### config.mk
export PLATFORM = sky130hd
export DESIGN_NAME = video_timing_gen
export DESIGN_NICKNAME = d
export VERILOG_FILES = /design/src/rtl/vid_pkg.sv /design/src/rtl/vtg_counter.sv /design/src/rtl/video_timing_gen.sv
export SDC_FILE = /design/constraint.sdc
export NUM_CORES = 1
export LEC_CHECK = 0
export BUFFER_PORTS_ARGS = -buffer_cell sky130_fd_sc_hd__clkbuf_2
export CORE_MARGIN = 4
export CORE_UTILIZATION = 44
export CTS_BUF_LIST = sky130_fd_sc_hd__clkbuf_4
export DETAILED_ROUTE_END_ITERATION = 6
export GPL_TIMING_DRIVEN = 0
export PLACE_DENSITY = 0.74
export SETUP_SLACK_MARGIN = 0.1
export SYNTH_ARGS = -nofsm -noshare
export SYNTH_HDL_FRONTEND = slang
export SYNTH_SLANG_ARGS = --single-unit
### constraint.sdc
create_clock -name clk_i -period 5.9 [get_ports clk_i]
set_clock_uncertainty 0.2 [all_clocks]
set_input_delay 0 -clock clk_i [delete_from_list [all_inputs] [get_ports clk_i]]
set_output_delay 0 -clock clk_i [all_outputs]
set_load 0.01 [all_outputs]
### src/rtl/vid_pkg.sv
// Shared video definitions used by the timing generator and the overlay stage.
//   rgb_t        : 24-bit packed pixel, R[23:16] G[15:8] B[7:0]
//   VB/HB        : bit positions inside vh_blank  ({Vblank, Hblank})
//   DS/VS/HS     : bit positions inside dvh_sync  ({D_sync, Vsync, Hsync})
//   *_1080P      : 1080p60 raster timing
//   BAR_RGB      : colour-bar palette, left to right
package vid_pkg;

    typedef struct packed {
        logic [7:0] r;
        logic [7:0] g;
        logic [7:0] b;
    } rgb_t;

    localparam int VB = 1;
    localparam int HB = 0;
    localparam int DS = 2;
    localparam int VS = 1;
    localparam int HS = 0;

    localparam int H_ACTIVE_1080P = 1920;
    localparam int H_FP_1080P     = 88;
    localparam int H_SYNC_1080P   = 44;
    localparam int H_BP_1080P     = 148;
    localparam int V_ACTIVE_1080P = 1080;
    localparam int V_FP_1080P     = 4;
    localparam int V_SYNC_1080P   = 5;
    localparam int V_BP_1080P     = 36;

    localparam rgb_t BAR_RGB [8] = '{
        rgb_t'(24'hFFFFFF), rgb_t'(24'hFFFF00), rgb_t'(24'h00FFFF), rgb_t'(24'h00FF00),
        rgb_t'(24'hFF00FF), rgb_t'(24'hFF0000), rgb_t'(24'h0000FF), rgb_t'(24'h000000)
    };

endpackage

### src/rtl/vtg_counter.sv
// Wrap counter used for both the horizontal and the vertical position.
//   clk_i  : clock
//   rst_i  : synchronous active-high reset, clears the count
//   en_i   : advance by one (or wrap) on this edge
//   cnt_o  : current count, 0..MAX
//   wrap_o : high while en_i is high and the count is at MAX, i.e. this
//            edge wraps the counter back to 0
module vtg_counter #(
    parameter int MAX = 2199,
    parameter int W   = 12
) (
    input  logic         clk_i,
    input  logic         rst_i,
    input  logic         en_i,
    output logic [W-1:0] cnt_o,
    output logic         wrap_o
);

    logic [W-1:0] cnt_reg;

    assign cnt_o  = cnt_reg;
    assign wrap_o = en_i && (cnt_reg == W'(MAX));

    always_ff @(posedge clk_i) begin
        if (rst_i) begin
            cnt_reg <= '0;
        end else if (en_i) begin
            cnt_reg <= wrap_o ? '0 : cnt_reg + 1'b1;
        end
    end

endmodule

### src/rtl/video_timing_gen.sv
// Raster timing and test-pattern source (1080p60 by default).
// Every output is registered and mutually aligned: on an enabled edge where
// the counters hold (h,v) the outputs load pixel (h,v) while the counters move on.
//   clk_i        : pixel clock
//   rst_i        : synchronous active-high reset (wins over cen_i)
//   cen_i        : pixel enable; nothing advances while low
//   pat_sel_i    : 0 = colour bars, 1 = solid_rgb_i
//   solid_rgb_i  : solid colour, R[23:16] G[15:8] B[7:0]
//   vid_rgb_o    : pixel colour, black outside the active area
//   vh_blank_o   : {Vblank, Hblank}
//   dvh_sync_o   : {D_sync, Vsync, Hsync}; sync polarity set by SYNC_POL
//   pix_x_o/y_o  : position of the pixel on the outputs
//   sof_o        : high for output pixel (0,0)
// Build option: define VTG_BORDER_EN to force the outermost active rows and
// columns to white for edge-alignment checks.
module video_timing_gen
    import vid_pkg::*;
#(
    parameter int H_ACTIVE = H_ACTIVE_1080P,
    parameter int H_FP     = H_FP_1080P,
    parameter int H_SYNC   = H_SYNC_1080P,
    parameter int H_BP     = H_BP_1080P,
    parameter int V_ACTIVE = V_ACTIVE_1080P,
    parameter int V_FP     = V_FP_1080P,
    parameter int V_SYNC   = V_SYNC_1080P,
    parameter int V_BP     = V_BP_1080P,
    parameter int SYNC_POL = 1
) (
    input  logic        clk_i,
    input  logic        rst_i,
    input  logic        cen_i,
    input  logic        pat_sel_i,
    input  logic [23:0] solid_rgb_i,
    output logic [23:0] vid_rgb_o,
    output logic [1:0]  vh_blank_o,
    output logic [2:0]  dvh_sync_o,
    output logic [11:0] pix_x_o,
    output logic [11:0] pix_y_o,
    output logic        sof_o
);

    localparam int H_TOTAL = H_ACTIVE + H_FP + H_SYNC + H_BP;
    localparam int V_TOTAL = V_ACTIVE + V_FP + V_SYNC + V_BP;
    localparam int BAR_W   = H_ACTIVE / 8;

    localparam logic [11:0] H_ACT_END  = 12'(H_ACTIVE);
    localparam logic [11:0] H_SYNC_BEG = 12'(H_ACTIVE + H_FP);
    localparam logic [11:0] H_SYNC_END = 12'(H_ACTIVE + H_FP + H_SYNC);
    localparam logic [11:0] V_ACT_END  = 12'(V_ACTIVE);
    localparam logic [11:0] V_SYNC_BEG = 12'(V_ACTIVE + V_FP);
    localparam logic [11:0] V_SYNC_END = 12'(V_ACTIVE + V_FP + V_SYNC);
    localparam logic [11:0] BAR_LAST   = 12'(BAR_W - 1);
    localparam logic        POL        = (SYNC_POL != 0);

    logic [11:0] h_cnt;
    logic [11:0] v_cnt;
    logic        h_wrap;
    logic        v_wrap;

    vtg_counter #(.MAX(H_TOTAL - 1), .W(12)) u_h_cnt (
        .clk_i  (clk_i),
        .rst_i  (rst_i),
        .en_i   (cen_i),
        .cnt_o  (h_cnt),
        .wrap_o (h_wrap)
    );

    vtg_counter #(.MAX(V_TOTAL - 1), .W(12)) u_v_cnt (
        .clk_i  (clk_i),
        .rst_i  (rst_i),
        .en_i   (h_wrap),
        .cnt_o  (v_cnt),
        .wrap_o (v_wrap)
    );

    // Bar index tracks h_cnt without a divider: sub counter runs 0..BAR_W-1,
    // then bumps the 3-bit index. Both sit at 0 whenever h_cnt is 0.
    logic [2:0]  bar_idx_reg;
    logic [11:0] bar_sub_reg;

    always_ff @(posedge clk_i) begin
        if (rst_i) begin
            bar_idx_reg <= '0;
            bar_sub_reg <= '0;
        end else if (cen_i) begin
            if (h_wrap) begin
                bar_idx_reg <= '0;
                bar_sub_reg <= '0;
            end else if (bar_sub_reg == BAR_LAST) begin
                bar_idx_reg <= bar_idx_reg + 3'd1;
                bar_sub_reg <= '0;
            end else begin
                bar_sub_reg <= bar_sub_reg + 12'd1;
            end
        end
    end

    // Counters only ever reach (0,0) through reset or a full-frame wrap,
    // so this flag marks the start-of-frame pixel without a 24-bit compare.
    logic frame_start_reg;

    always_ff @(posedge clk_i) begin
        if (rst_i) begin
            frame_start_reg <= 1'b1;
        end else if (cen_i) begin
            frame_start_reg <= v_wrap;
        end
    end

    logic hblank;
    logic vblank;
    logic de;
    logic hs_act;
    logic vs_act;

    assign hblank = (h_cnt >= H_ACT_END);
    assign vblank = (v_cnt >= V_ACT_END);
    assign de     = ~hblank & ~vblank;
    assign hs_act = (h_cnt >= H_SYNC_BEG) && (h_cnt < H_SYNC_END);
    assign vs_act = (v_cnt >= V_SYNC_BEG) && (v_cnt < V_SYNC_END);

    rgb_t       rgb_next;
    logic [1:0] vh_next;
    logic [2:0] dvh_next;

    always_comb begin
        rgb_next = pat_sel_i ? rgb_t'(solid_rgb_i) : BAR_RGB[bar_idx_reg];
`ifdef VTG_BORDER_EN
        if ((h_cnt == 12'd0) || (h_cnt == H_ACT_END - 12'd1) ||
            (v_cnt == 12'd0) || (v_cnt == V_ACT_END - 12'd1)) begin
            rgb_next = rgb_t'(24'hFFFFFF);
        end
`endif
        if (!de) begin
            rgb_next = '0;
        end

        vh_next     = '0;
        vh_next[VB] = vblank;
        vh_next[HB] = hblank;

        dvh_next     = '0;
        dvh_next[DS] = de;
        dvh_next[VS] = vs_act ~^ POL;
        dvh_next[HS] = hs_act ~^ POL;
    end

    logic [23:0] rgb_reg;
    logic [1:0]  vh_reg;
    logic [2:0]  dvh_reg;
    logic [11:0] x_reg;
    logic [11:0] y_reg;
    logic        sof_reg;

    always_ff @(posedge clk_i) begin
        if (rst_i) begin
            rgb_reg     <= '0;
            vh_reg      <= 2'b11;
            dvh_reg     <= '0;
            dvh_reg[VS] <= ~POL;
            dvh_reg[HS] <= ~POL;
            x_reg       <= '0;
            y_reg       <= '0;
            sof_reg     <= 1'b0;
        end else if (cen_i) begin
            rgb_reg <= rgb_next;
            vh_reg  <= vh_next;
            dvh_reg <= dvh_next;
            x_reg   <= h_cnt;
            y_reg   <= v_cnt;
            sof_reg <= frame_start_reg;
        end
    end

    assign vid_rgb_o  = rgb_reg;
    assign vh_blank_o = vh_reg;
    assign dvh_sync_o = dvh_reg;
    assign pix_x_o    = x_reg;
    assign pix_y_o    = y_reg;
    assign sof_o      = sof_reg;

endmodule

# Word-level counts from Yosys, hierarchy flattened
# Memory sizes are Yosys's and may differ from the RTL's.
# Cells that the tools add are included.
dict set report totals {
  reg_bits 94
  rom_bits 192
  in_bits 28
  output_inout_bits 54
  memories 1
}
dict set report op_classes {
  add_sub_neg 4
  n_lt_le_gt_ge 7
  eq_ne 3
  mux 10
  n_bitwise 4
  reduce_logical 6
}
# name words width read_ports rd_clocked_by_memory_dff write_ports line
set mem_list {}
lappend mem_list {{(no name shown)} 8 24 1 0 0 video_timing_gen.sv:127} ;# rgb_next = pat_sel_i ? rgb_t'(solid_rgb_i) : BAR_RGB[bar_idx_reg];
# op count
set op_table {}
lappend op_table {{2-to-1 mux 24 bit} 4}
lappend op_table {{greater-or-equal comparator 12 x 11 -> 1 bit (second input constant)} 4}
lappend op_table {{2-to-1 mux 12 bit} 4}
lappend op_table {{adder 12 x 1 -> 12 bit (second input constant)} 3}
lappend op_table {{== test 12 x 11 -> 1 bit (second input constant)} 1}
lappend op_table {{== test 12 bit (second input constant)} 1}
lappend op_table {{== test 12 x 8 -> 1 bit (second input constant)} 1}
lappend op_table {{less-than comparator 12 x 11 -> 1 bit (second input constant)} 1}
lappend op_table {{less-than comparator 12 bit (second input constant)} 1}
lappend op_table {{2-to-1 mux 3 bit} 2}
lappend op_table {{greater-or-equal comparator 4 bit (second input constant)} 1}
lappend op_table {{logical AND 1 bit} 4}
lappend op_table {{NOT 3 -> 4 bit} 1}
lappend op_table {{adder 3 x 1 -> 3 bit (second input constant)} 1}
lappend op_table {{NOT 1 bit} 2}
lappend op_table {{AND reduction 2 bit} 1}
lappend op_table {{nonzero test 2 bit} 1}
lappend op_table {{AND 1 bit} 1}

# Longest topological paths before layout
# Gate-level depths: netlist (run 1).
dict set report depth {
  ltp_word 6
  mapped_depth 7
}

# Modules after synthesis
# A second synthesis (run 1) with hierarchy kept.
dict set report unflattened {
  cells_unflattened 442
  hier_area_um2 3978.8
}
# module instances cells_each area_per_inst_um2 seq_area_each_um2
set by_module_without_submodules {}
lappend by_module_without_submodules {video_timing_gen 1 305 2733.9 1401.3}
lappend by_module_without_submodules {{vtg_counter (u_v_cnt)} 1 70 648.1 240.2}
lappend by_module_without_submodules {{vtg_counter (u_h_cnt)} 1 67 596.8 240.2}

# Worst setup path before layout (run 1)
# OpenSTA, ideal clock, no wires.
dict set report synth_timing {
  path_kind {reg-to-reg}
  from {reg u_h_cnt.cnt_reg[8] (netlist: u_h_cnt.cnt_o[8])}
  to {reg u_v_cnt.cnt_reg[10] (netlist: u_v_cnt.cnt_o[10])}
  t_arrival_ps 2223
  path_slack_ps 3407
  stages_incl_launch_ff 7
  path_buffers 2
  synth_period_minus_slack_ps 2493
  cell_sequence {dfxtp_1 buf_6 or4b_4 or4_1 buf_2 or4_1 a21oi_1}
}
dict set report synth_between {
  elab_chain_len 4
}
# element line
set synth_rtl {}
lappend synth_rtl {{start: declaration} vtg_counter.sv:19} ;# logic [W-1:0] cnt_reg;
lappend synth_rtl {{start signal: assignment} vtg_counter.sv:28} ;# cnt_reg <= wrap_o ? '0 : cnt_reg + 1'b1;
lappend synth_rtl {{== test 12 bit (*)} vtg_counter.sv:22} ;# assign wrap_o = en_i && (cnt_reg == W'(MAX));
lappend synth_rtl {{logical AND 1 bit (*)} vtg_counter.sv:22}
lappend synth_rtl {{logical AND 1 bit} vtg_counter.sv:22}
lappend synth_rtl {{2-to-1 mux 12 bit} vtg_counter.sv:28}
lappend synth_rtl {{end signal: assignment} vtg_counter.sv:28}
lappend synth_rtl {{end: declaration} vtg_counter.sv:19}
# Mark *: on every way between the ends. The rest lies on a longest branch, timed or not.
# A chain may end at the register's enable or synchronous reset.

# Worst setup path in the final report (run 1)
dict set report layout_timing {
  from {reg u_v_cnt.cnt_reg[7] (netlist: u_v_cnt.cnt_o[7])}
  to {reg rgb_reg[2] (netlist: vid_rgb_o[2])}
}
dict set report layout_between {
  elab_chain_len 4
}
# element line
set layout_rtl {}
lappend layout_rtl {{greater-or-equal comparator 12 x 11 -> 1 bit} video_timing_gen.sv:117} ;# assign vblank = (v_cnt >= V_ACT_END);
lappend layout_rtl {{NOT 1 bit} video_timing_gen.sv:118} ;# assign de = ~hblank & ~vblank;
lappend layout_rtl {{AND 1 bit} video_timing_gen.sv:118}
lappend layout_rtl {{2-to-1 mux 24 bit} video_timing_gen.sv:134} ;# if (!de) begin
lappend layout_rtl {{end signal: assignment} video_timing_gen.sv:166} ;# rgb_reg <= rgb_next;
lappend layout_rtl {{end: declaration} video_timing_gen.sv:148} ;# logic [23:0] rgb_reg;
# Every way passes these cells.

==> flow_metrics.tcl, run 1 <==
set metrics [dict create \
    port_buffers 79 \
    start_util_pct 46.02 \
    wire_per_inst_um 14.85 \
    r2r_slack_ps 3170 \
    synth.largest_area_cell "dfxtp_1" \
    routed_wl_um 10640 \
    outcome "completed" \
    grt_pass1_wl_um 18290 \
    cp_data_arrival_time_ps 2920 \
    nets 638 \
    critPathLaunchType "register" \
    setup_violations 0 \
    hold_viol 0 \
    worst_pin_slew_ps 999.2 \
    fin_crit_ps 2732 \
    rsz0062_at_grt "false" \
    critPathTopFamily "simple AND/OR/NAND/NOR gates" \
    hold_start "pat_sel_i" \
    maxCapViolCount 0 \
    cts_tree "done" \
    required_ps 6090 \
    hold_end "vid_rgb_o[12]$_SDFFE_PP0P_" \
    cts-htree-levels 3 \
    holdPathStages 4 \
    die_area_um2 10910 \
    dieHeight_um 104.4 \
    cp_cell_sequence "nor4_1, a21oi_1, or3_1, o21ai_0, dlygate4sd3_1" \
    rr_worst_depth 5 \
    dr.first_iter.drc_count 333 \
    die_w_um 104.4 \
    overflow 0 \
    power.total_uw 1105 \
    cts.sinks 94 \
    crit-reg2reg-launch "u_v_cnt.cnt_o[7]$_SDFFE_PP0N_" \
    via_per_inst 5.585 \
    ys_top_cells_by_area "dfxtp_1, mux2i_1, a21oi_1" \
    drv_slew 0 \
    placed_cells 666 \
    timing.rr.end "vid_rgb_o[2]$_SDFFE_PP0P_" \
    clockBufferDepth 2 \
    grt.total_usage_pct 19.77 \
    place_congestion 0.8698 \
    fmax_ghz 0.3661 \
    cp.buffers_inverters 1 \
    synth_edf_count 0 \
    ys_ff_latch 94 \
    boundaryPins 82 \
    fin_setup_tns_ps 0 \
    core_area_um2 8891 \
    slew_headroom_pct 32.77 \
    synth_cell_types 47 \
    syn2layout_area_growth_pct 24.53 \
    synth_cells 479 \
    antennaDiodeCount 0 \
    row_count 34 \
    hold_path.class "in2reg" \
    grt_start_max_net_pins 19 \
    drtPass1Iterations 6 \
    grt_pass1_vias 3819 \
    multi_input_area_um2 2037 \
    largest_reg_flops 24 \
    layout.cells.most_common "dfxtp_1" \
    postPlaceCellArea_um2 4622 \
    yosysSeqAreaShare_pct 45.99 \
    yosysWarnings 0 \
    peakVddDrop_uv 165.5 \
    timing_worst_setup_path_type "reg2reg" \
    insertion_delay_ps 440 \
    syn-num-nets 514 \
    synth_top_area_share_pct 45.99 \
    syn_area_per_cell_um2 8.542 \
    drcViolationCount 0 \
    cpPeakStageDelay_ps 600 \
    ant_nets 0 \
    nFillCells 810 \
    cellPowerDensity_nw_per_um2 216.8 \
    drive_gt1_share_pct 17.11 \
    final_cell_mix "dfxtp_1, clkbuf_2, nor2_1" \
    cts-buffers-inserted 9 \
    synthesis.area_um2 4091 \
    cts-root-buf "clkbuf_4" \
    register_area_um2 1882 \
    slowest_stage "nor4_1" \
    async_flop_share_pct 0 \
    finalInstanceArea_um2 5095 \
    cp_max_fo 7 \
    hpwl_um 7325 \
    power.leakage_uw 0.002029 \
    cts_setup_buffers 0 \
    fin_util_pct 57.30 \
    clkTransAtPathRegs_ps 160 \
    final.period_utilization_pct 46.30 \
    fin_cells 716 \
    num_vias 3999 \
    critPathCaptureType "register" \
    antenna_found_initial 0 \
    synthFlopType "dfxtp_1" \
]
==> cells by family (layout without fill, tap and decap cells) <==
kind of cell	after synthesis	in the layout	share of synthesized area, %
buffers and inverters	43	172	4.220
muxes	25	25	6.116
adders and majority gates	7	7	2.141
xor gates and xnor gates	13	13	2.783
and+or+nand+nor	190	190	23.43
AOI/OAI and AO/OA	107	107	15.32
DFF	94	94	45.99
==> report_power, final <==
| group | leakage [uW] | internal [uW] | switching, uW | total [uW] |
|---|---|---|---|---|
| sequential | 0.000765 | 652 | 10.4 | 663 |
| clock | 0.0000705 | 96.4 | 233 | 329 |
| combinational | 0.00119 | 51.8 | 60.6 | 112 |
| total | 0.00203 | 800 | 304 | 1100 |
==> through the flow <==
step / hold WS, ps / setup WS [ps]
global placement: 77.21 / 3280
CTS: 15.32 / 3213
detailed placement: 85.10 / 3250
global route: 94.88 / 2943
finish: 65.77 / 3168
floorplan: -14.35 / 3407
==> worst max path at each step <==
stage	cells after the start	from	slack, ps	end
floorplan	6	u_h_cnt.cnt_o[8]$_SDFFE_PP0P_	3410	u_v_cnt.cnt_o[10]$_SDFFE_PP0N_
global placement	7	u_h_cnt.cnt_o[9]$_SDFFE_PP0P_	3280	u_v_cnt.cnt_o[6]$_SDFFE_PP0N_
detailed placement	7	u_h_cnt.cnt_o[9]$_SDFFE_PP0P_	3250	u_v_cnt.cnt_o[6]$_SDFFE_PP0N_
CTS	7	u_h_cnt.cnt_o[9]$_SDFFE_PP0P_	3210	u_v_cnt.cnt_o[6]$_SDFFE_PP0N_
global route	5	u_v_cnt.cnt_o[7]$_SDFFE_PP0N_	2940	vid_rgb_o[2]$_SDFFE_PP0P_
finish	5	u_v_cnt.cnt_o[7]$_SDFFE_PP0N_	3170	vid_rgb_o[2]$_SDFFE_PP0P_
==> synth_stat cells, types with 2 or more instances <==
library cell and n:
dfxtp_1 94, nor2_1 49, a21oi_1 46, nand2_1 46, o21ai_0 31, clkbuf_1 26, mux2i_1 25, nand3_1 17
nor3_1 13, inv_1 11, nand4_1 11, xnor2_1 11, nor4_1 10, ha_1 7, nand2b_1 7, or4_1 7
and3_1 6, or3_1 6, a22o_1 5, o41ai_1 5, a31oi_1 4, o2bb2ai_1 3, o31ai_1 3, o32ai_1 3
or2_2 3, and4_1 2, buf_1 2, clkbuf_2 2, nand3b_1 2, nor2b_1 2, nor3b_1 2, o21bai_1 2
xor2_1 2
==> final cells by class <==
class	count	area share, %
plain buffers	32	2.579
clock buffers	9	1.326
clock inverters	7	1.277
inverters	11	0.8104
multi-input cells	342	39.98
flip-flops and latches	94	36.94
well taps	108	2.652
repair buffers	113	14.44
==> worst reg2reg max path, cell delays in order (launching register included) <==
cell	delay, ps
dfxtp_1	400
nor4_1	600
a21oi_1	250
or3_1	480
o21ai_0	200
dlygate4sd3_1	560
==> what timing repair did <==
action | CTS | global route
endpoints found under the hold margin | 37 | 0
hold buffers | 34 | 0
gates resized for setup | 0 | 0
setup endpoints to repair | 0 | 0
==> layer usage <==
layer	global-route usage, %	wire length, um	vias to the layer above
li1	-	-	1956
met1	26.48	4756	1861
met2	32.06	4965	166
met3	4.283	781	16
met4	5.603	132	0
met5	0	0	-
Note: power is estimated with default switching activity, not from simulation.
==> run 2, diff against run 1 <==
PLACE_DENSITY = 0.77   (was 0.74)
clock period = 2.3 ns   (was 5.9 ns; I/O delays follow)
==> run 2 against run 1 <==
The flow now finishes with violations (negative setup slack). Cell count rose by 1.4%. Total power rose to 2.5 times the previous value. Die area is the same. Maximum frequency rose by 9.4%. Clock power up 140%.
==> flow_metrics.tcl, run 2 (synthesis results as in run 1) <==
set metrics [dict create \
    outcome "finished with violations" \
    violations "negative setup slack" \
    grt_start_max_net_pins 15 \
    dieHeight_um 104.4 \
    grt_pass1_vias 3827 \
    cp_data_arrival_time_ps 2680 \
    setup_violations 3 \
    cts-buffers-inserted 9 \
    antennaDiodeCount 0 \
    largest_reg_flops 24 \
    place_congestion 0.8593 \
    wl_met1_um 5146 \
    cp_max_fo 7 \
    required_ps 2480 \
    die_w_um 104.4 \
    routed.top_layer "met4" \
    cts.sinks 94 \
    drcViolationCount 0 \
    row_count 34 \
    num_vias 4125 \
    antenna_found_initial 0 \
    via_per_inst 5.682 \
    dr.first_iter.drc_count 299 \
    whs_ps 87.13 \
    layout.cells.most_common "dfxtp_1" \
    routed_wl_um 11750 \
    cts_tree "done" \
    fin_crit_ps 2498 \
    final.period_utilization_pct 108.6 \
    fmax_ghz 0.4004 \
    core_area_um2 8891 \
    hold_viol 0 \
    hpwl_um 7432 \
    clockBufferDepth 2 \
    cts-htree-levels 3 \
    grt_pass1_wl_um 18910 \
    finalInstanceArea_um2 5395 \
    cpPeakStageDelay_ps 530 \
    cp_cell_sequence "or4b_4, or4_4, buf_6, or4_4, a21oi_2" \
    critPathCaptureType "register" \
    cts-root-buf "clkbuf_4" \
    overflow 0 \
    insertion_delay_ps 450 \
    ant_nets 0 \
    maxCapViolCount 0 \
    peakVddDrop_uv 264.3 \
    postPlaceCellArea_um2 4636 \
    port_buffers 79 \
    slowest_stage "or4b_4" \
    holdPathStages 4 \
    die_area_um2 10910 \
    drtPass1Iterations 5 \
    worst_pin_slew_ps 787.4 \
    nets 648 \
    clkTransAtPathRegs_ps 140 \
    drv_slew 0 \
    power.leakage_uw 0.002139 \
    grt.total_usage_pct 20.75 \
    slew_headroom_pct 47.51 \
    wl_met3_um 820 \
    setup_ws_ps -197.8 \
    route.met2.wl_um 5495 \
    start_util_pct 46.02 \
    final_cell_mix "dfxtp_1, clkbuf_2, nor2_1" \
    critPathLaunchType "register" \
    hold_path.class "in2reg" \
    rr_worst_depth 5 \
    syn2layout_area_growth_pct 31.87 \
    fin_setup_tns_ps -411.4 \
    cellPowerDensity_nw_per_um2 518.8 \
    cpMostUsedCell "or4_4" \
    wire_per_inst_um 16.19 \
    boundaryPins 82 \
    rsz0062_at_grt "true" \
    timing_worst_setup_path_type "reg2reg" \
    drive_gt1_share_pct 24.27 \
    nFillCells 712 \
    fin_util_pct 60.68 \
]
==> run 2: cell types whose count changed in the layout (fill, tap and decap cells not counted), sizes merged <==
cell         previous run  this run
buf                     4        19
clkinv                  3         2
clkinvlp                1         2
dlygate4sd3            34        32
inv                    14        11
==> run 2: repair_timing <==
item	in CTS	in global routing
hold endpoints to repair	30	0
setup buffers	6	8
gates resized for setup	26	32
pin swaps	5	9
hold buffers	32	0
cloned	0	1
endpoints found under the setup margin	57	51
==> run 2: per-layer routing <==
metal  vias to the layer above  track usage, %
met5                         -               0
met4                         0           8.642
met3                        23           3.662
met2                       193           33.58
met1                      1925           27.26
li1                       1984               -
==> run 2: power breakdown <==
group	internal, uW	total [uW]	leakage, uW	switching (uW)
registers	1670	1700	0.000768	27.2
clock network	254	799	0.0000610	545
logic	140	302	0.00131	163
==> run 2: final cells by class <==
| class | instances | area [um2] | share of cell area (%) |
|---|---|---|---|
| plain buffers | 29 | 145.1 | 2.690 |
| clock buffers | 12 | 90.09 | 1.670 |
| clock inverters | 4 | 23.77 | 0.4406 |
| inverters | 11 | 41.29 | 0.7653 |
| multi-input cells | 342 | 2221 | 41.16 |
| flip-flops and latches | 94 | 1893 | 35.09 |
| well taps | 108 | 135.1 | 2.505 |
| repair buffers | 126 | 845.8 | 15.68 |
==> run 2: final timing paths <==
kind                                                     from                              to  slack, ps
worst min-delay path                                pat_sel_i       vid_rgb_o[9]$_SDFFE_PP0P_         90
worst max register to register  u_h_cnt.cnt_o[9]$_SDFFE_PP0P_  u_v_cnt.cnt_o[10]$_SDFFE_PP0N_       -200
worst max-delay path            u_h_cnt.cnt_o[9]$_SDFFE_PP0P_  u_v_cnt.cnt_o[10]$_SDFFE_PP0N_       -200
worst min register to register     vid_rgb_o[14]$_SDFFE_PP0P_      vid_rgb_o[14]$_SDFFE_PP0P_        270
==> run 2: metrics by stage <==
| stage | instances | setup slack, ps | total power (uW) |
|---|---|---|---|
| after floorplan | 479 | -103.1 | 1870 |
| after global placement | 666 | -273.4 | 1962 |
| after detailed placement | 666 | -307.4 | 1971 |
| after CTS | 719 | -188.4 | 2786 |
| after global routing | 726 | -232.0 | 2919 |
| final | 726 | -197.8 | 2799 |
==> run 2: worst max-delay path: cells and delay by family (launching register included) <==
family,cells,cell delay [ps]
flops,1,350
compound gates,1,160
buf+inv,1,150
simple gates,3,1560
==> run 3, diff against run 2 <==
ABC_AREA = 1   (was unset)
PLACE_DENSITY = 0.76   (was 0.77)
==> run 3 against run 2 <==
The flow now finishes without violations. Die area increased by 8.5%. Sequential cell count is the same. Cell count increased by 23%. Sequential power hardly changed. Non-clock buffer count is 13 lower. Largest cell class unchanged.
==> flow_metrics.tcl, run 3 <==
set metrics [dict create \
    rr_worst_depth 6 \
    outcome "completed" \
    fmax_ghz 0.5262 \
    setup_ws_ps 399.6 \
    yosysWarnings 0 \
    hold_path.class "in2reg" \
    wire_per_inst_um 15.95 \
    register_area_um2 1882 \
    slew_headroom_pct 56.13 \
    dieHeight_um 108.8 \
    drcViolationCount 0 \
    holdPathStages 6 \
    hpwl_um 9277 \
    async_flop_share_pct 0 \
    fin_setup_tns_ps 0 \
    yosysMostFrequentCell "nand2_1" \
    syn2layout_area_growth_pct 23.85 \
    overflow 0 \
    cp_data_arrival_time_ps 2100 \
    cts-root-buf "clkbuf_4" \
    maxCapViolCount 0 \
    cts-htree-levels 3 \
    drtPass1Iterations 4 \
    syn_area_per_cell_um2 7.105 \
    slowest_stage "dfxtp_1" \
    drive_gt1_share_pct 17.68 \
    nFillCells 959 \
    cts.sinks 94 \
    ys_top_cells_by_area "dfxtp_1, nand2_1, a21oi_1" \
    clockBufferDepth 2 \
    largest_reg_flops 24 \
    cellPowerDensity_nw_per_um2 564.3 \
    whs_ps 39.24 \
    cts_tree "done" \
    power.total_uw 3124 \
    boundaryPins 82 \
    grt_pass1_vias 4666 \
    routed_wl_um 14260 \
    setup_violations 0 \
    ant_nets 0 \
    die_area_um2 11830 \
    insertion_delay_ps 480 \
    postPlaceCellArea_um2 5031 \
    dr.first_iter.drc_count 340 \
    ys_ff_latch 94 \
    synthFlopType "dfxtp_1" \
    clkTransAtPathRegs_ps 160 \
    start_util_pct 45.51 \
    num_vias 4781 \
    final_cell_mix "nand2_1, dfxtp_1, clkbuf_2" \
    nets 788 \
    hold_viol 0 \
    yosysSeqAreaShare_pct 42.11 \
    cp_max_fo 10 \
    port_buffers 79 \
    timing.rr.end "vid_rgb_o[8]$_SDFFE_PP0P_" \
    timing_worst_setup_path_type "reg2reg" \
    hold_end "vid_rgb_o[23]$_SDFFE_PP0P_" \
    critPathCaptureType "register" \
    cp_cell_sequence "inv_2, nand2_1, o22ai_2, buf_6, nand4_1, a21oi_1" \
    peakVddDrop_uv 314.1 \
    die_w_um 108.8 \
    grt.total_usage_pct 24.79 \
    finalInstanceArea_um2 5535 \
    hold_start "pat_sel_i" \
    rsz0062_at_grt "false" \
    cts_setup_buffers 0 \
    synth_cells 629 \
    synth_cell_types 33 \
    layout.cells.most_common "nand2_1" \
    row_count 36 \
    drv_slew 0 \
    place_congestion 0.9393 \
    worst_pin_slew_ps 658.0 \
    synth_common_cells "nand2_1, dfxtp_1, a21oi_1" \
    cpPeakStageDelay_ps 410 \
    r2r_slack_ps 400 \
    antenna_found_initial 1 \
    grt_start_max_net_pins 16 \
    core_area_um2 9819 \
    required_ps 2500 \
    synth_top_area_share_pct 42.11 \
    place_ws_ps 442.4 \
    syn-num-nets 664 \
    grt_pass1_wl_um 22800 \
    power.leakage_uw 0.002429 \
    cts-buffers-inserted 9 \
    fin_crit_ps 1900 \
    synthesis.area_um2 4469 \
    via_per_inst 5.348 \
    critPathLaunchType "register" \
    crit-reg2reg-launch "u_v_cnt.cnt_o[7]$_SDFFE_PP0N_" \
    synth.largest_area_cell "dfxtp_1" \
    synth_edf_count 0 \
    multi_input_area_um2 2168 \
    final.period_utilization_pct 82.62 \
]
[run 3: changes by cell type after synthesis, sizes merged, moves of 12 or more]
cell,delta
a21oi,+26
nand4,+21
nor2,+20
mux2i,-25
o21ai,+13
nand2,+98
inv,+53
buf,+12
clkbuf,-15
nand3,+16
[run 3: final cells by class]
type,count,area share [%]
multi-input combinational,440,39.17
sequential,94,34.00
timing repair buffer,113,13.29
inverter,66,4.476
buffer,29,3.097
tap,133,3.006
clock inverter,7,1.605
clock buffer,9,1.221
antenna,3,0.1356
[run 3: cells by family after synthesis]
group	share of synthesized area (%)
AND/OR/NAND/NOR	30.10
buffers and inverters	9.378
flip-flops	42.11
XOR/XNOR	1.960
AO/OA/AOI/OAI	14.50
adder cells (fa/ha/maj)	1.960
[run 3: worst max path at each step]
stage                                              from                             to  cells past startpoint
final                     u_v_cnt.cnt_o[7]$_SDFFE_PP0N_      vid_rgb_o[8]$_SDFFE_PP0P_                      6
after global placement    u_h_cnt.cnt_o[1]$_SDFFE_PP0P_  u_v_cnt.cnt_o[6]$_SDFFE_PP0N_                      8
after detailed placement  u_h_cnt.cnt_o[1]$_SDFFE_PP0P_  u_v_cnt.cnt_o[6]$_SDFFE_PP0N_                      8
after floorplan           u_h_cnt.cnt_o[1]$_SDFFE_PP0P_    bar_sub_reg[4]$_SDFFE_PP0P_                      9
after global routing      u_v_cnt.cnt_o[8]$_SDFFE_PP0N_      vid_rgb_o[8]$_SDFFE_PP0P_                      7
after CTS                 u_h_cnt.cnt_o[1]$_SDFFE_PP0P_  u_v_cnt.cnt_o[6]$_SDFFE_PP0N_                      8
[run 3: through the flow]
stage,instances,utilization [%]
after floorplan,629,-
after global placement,841,51.24
after detailed placement,841,51.24
after CTS,891,56.29
after global routing,892,56.32
final,894,56.37
[run 3: routing by layer]
metal  up-vias  track usage [%]  wire (um)
met5         -                0          0
met4         0            16.41        850
met3        67            4.796        809
met2       164            40.91       6880
met1      2229            29.25       5717
li1       2321                -          -
[run 3: repair_timing]
| item | CTS | global route |
|---|---|---|
| endpoints found under the hold margin | 67 | 0 |
| resized for setup | 0 | 0 |
| hold buffers | 34 | 0 |
[run 3: worst max-delay path, delay by kind of cell, from the launching register on]
family | cells | cell delay, ps
flops | 1 | 410
buf+inv | 2 | 330
simple gates | 2 | 260
compound gates | 2 | 630
[run 3: where the power goes]
part           switching [uW]  internal [uW]  leakage, uW
clock                     588            433    0.0000810
sequential               34.6           1690     0.000769
combinational             221            157      0.00158
total                     843           2280      0.00243
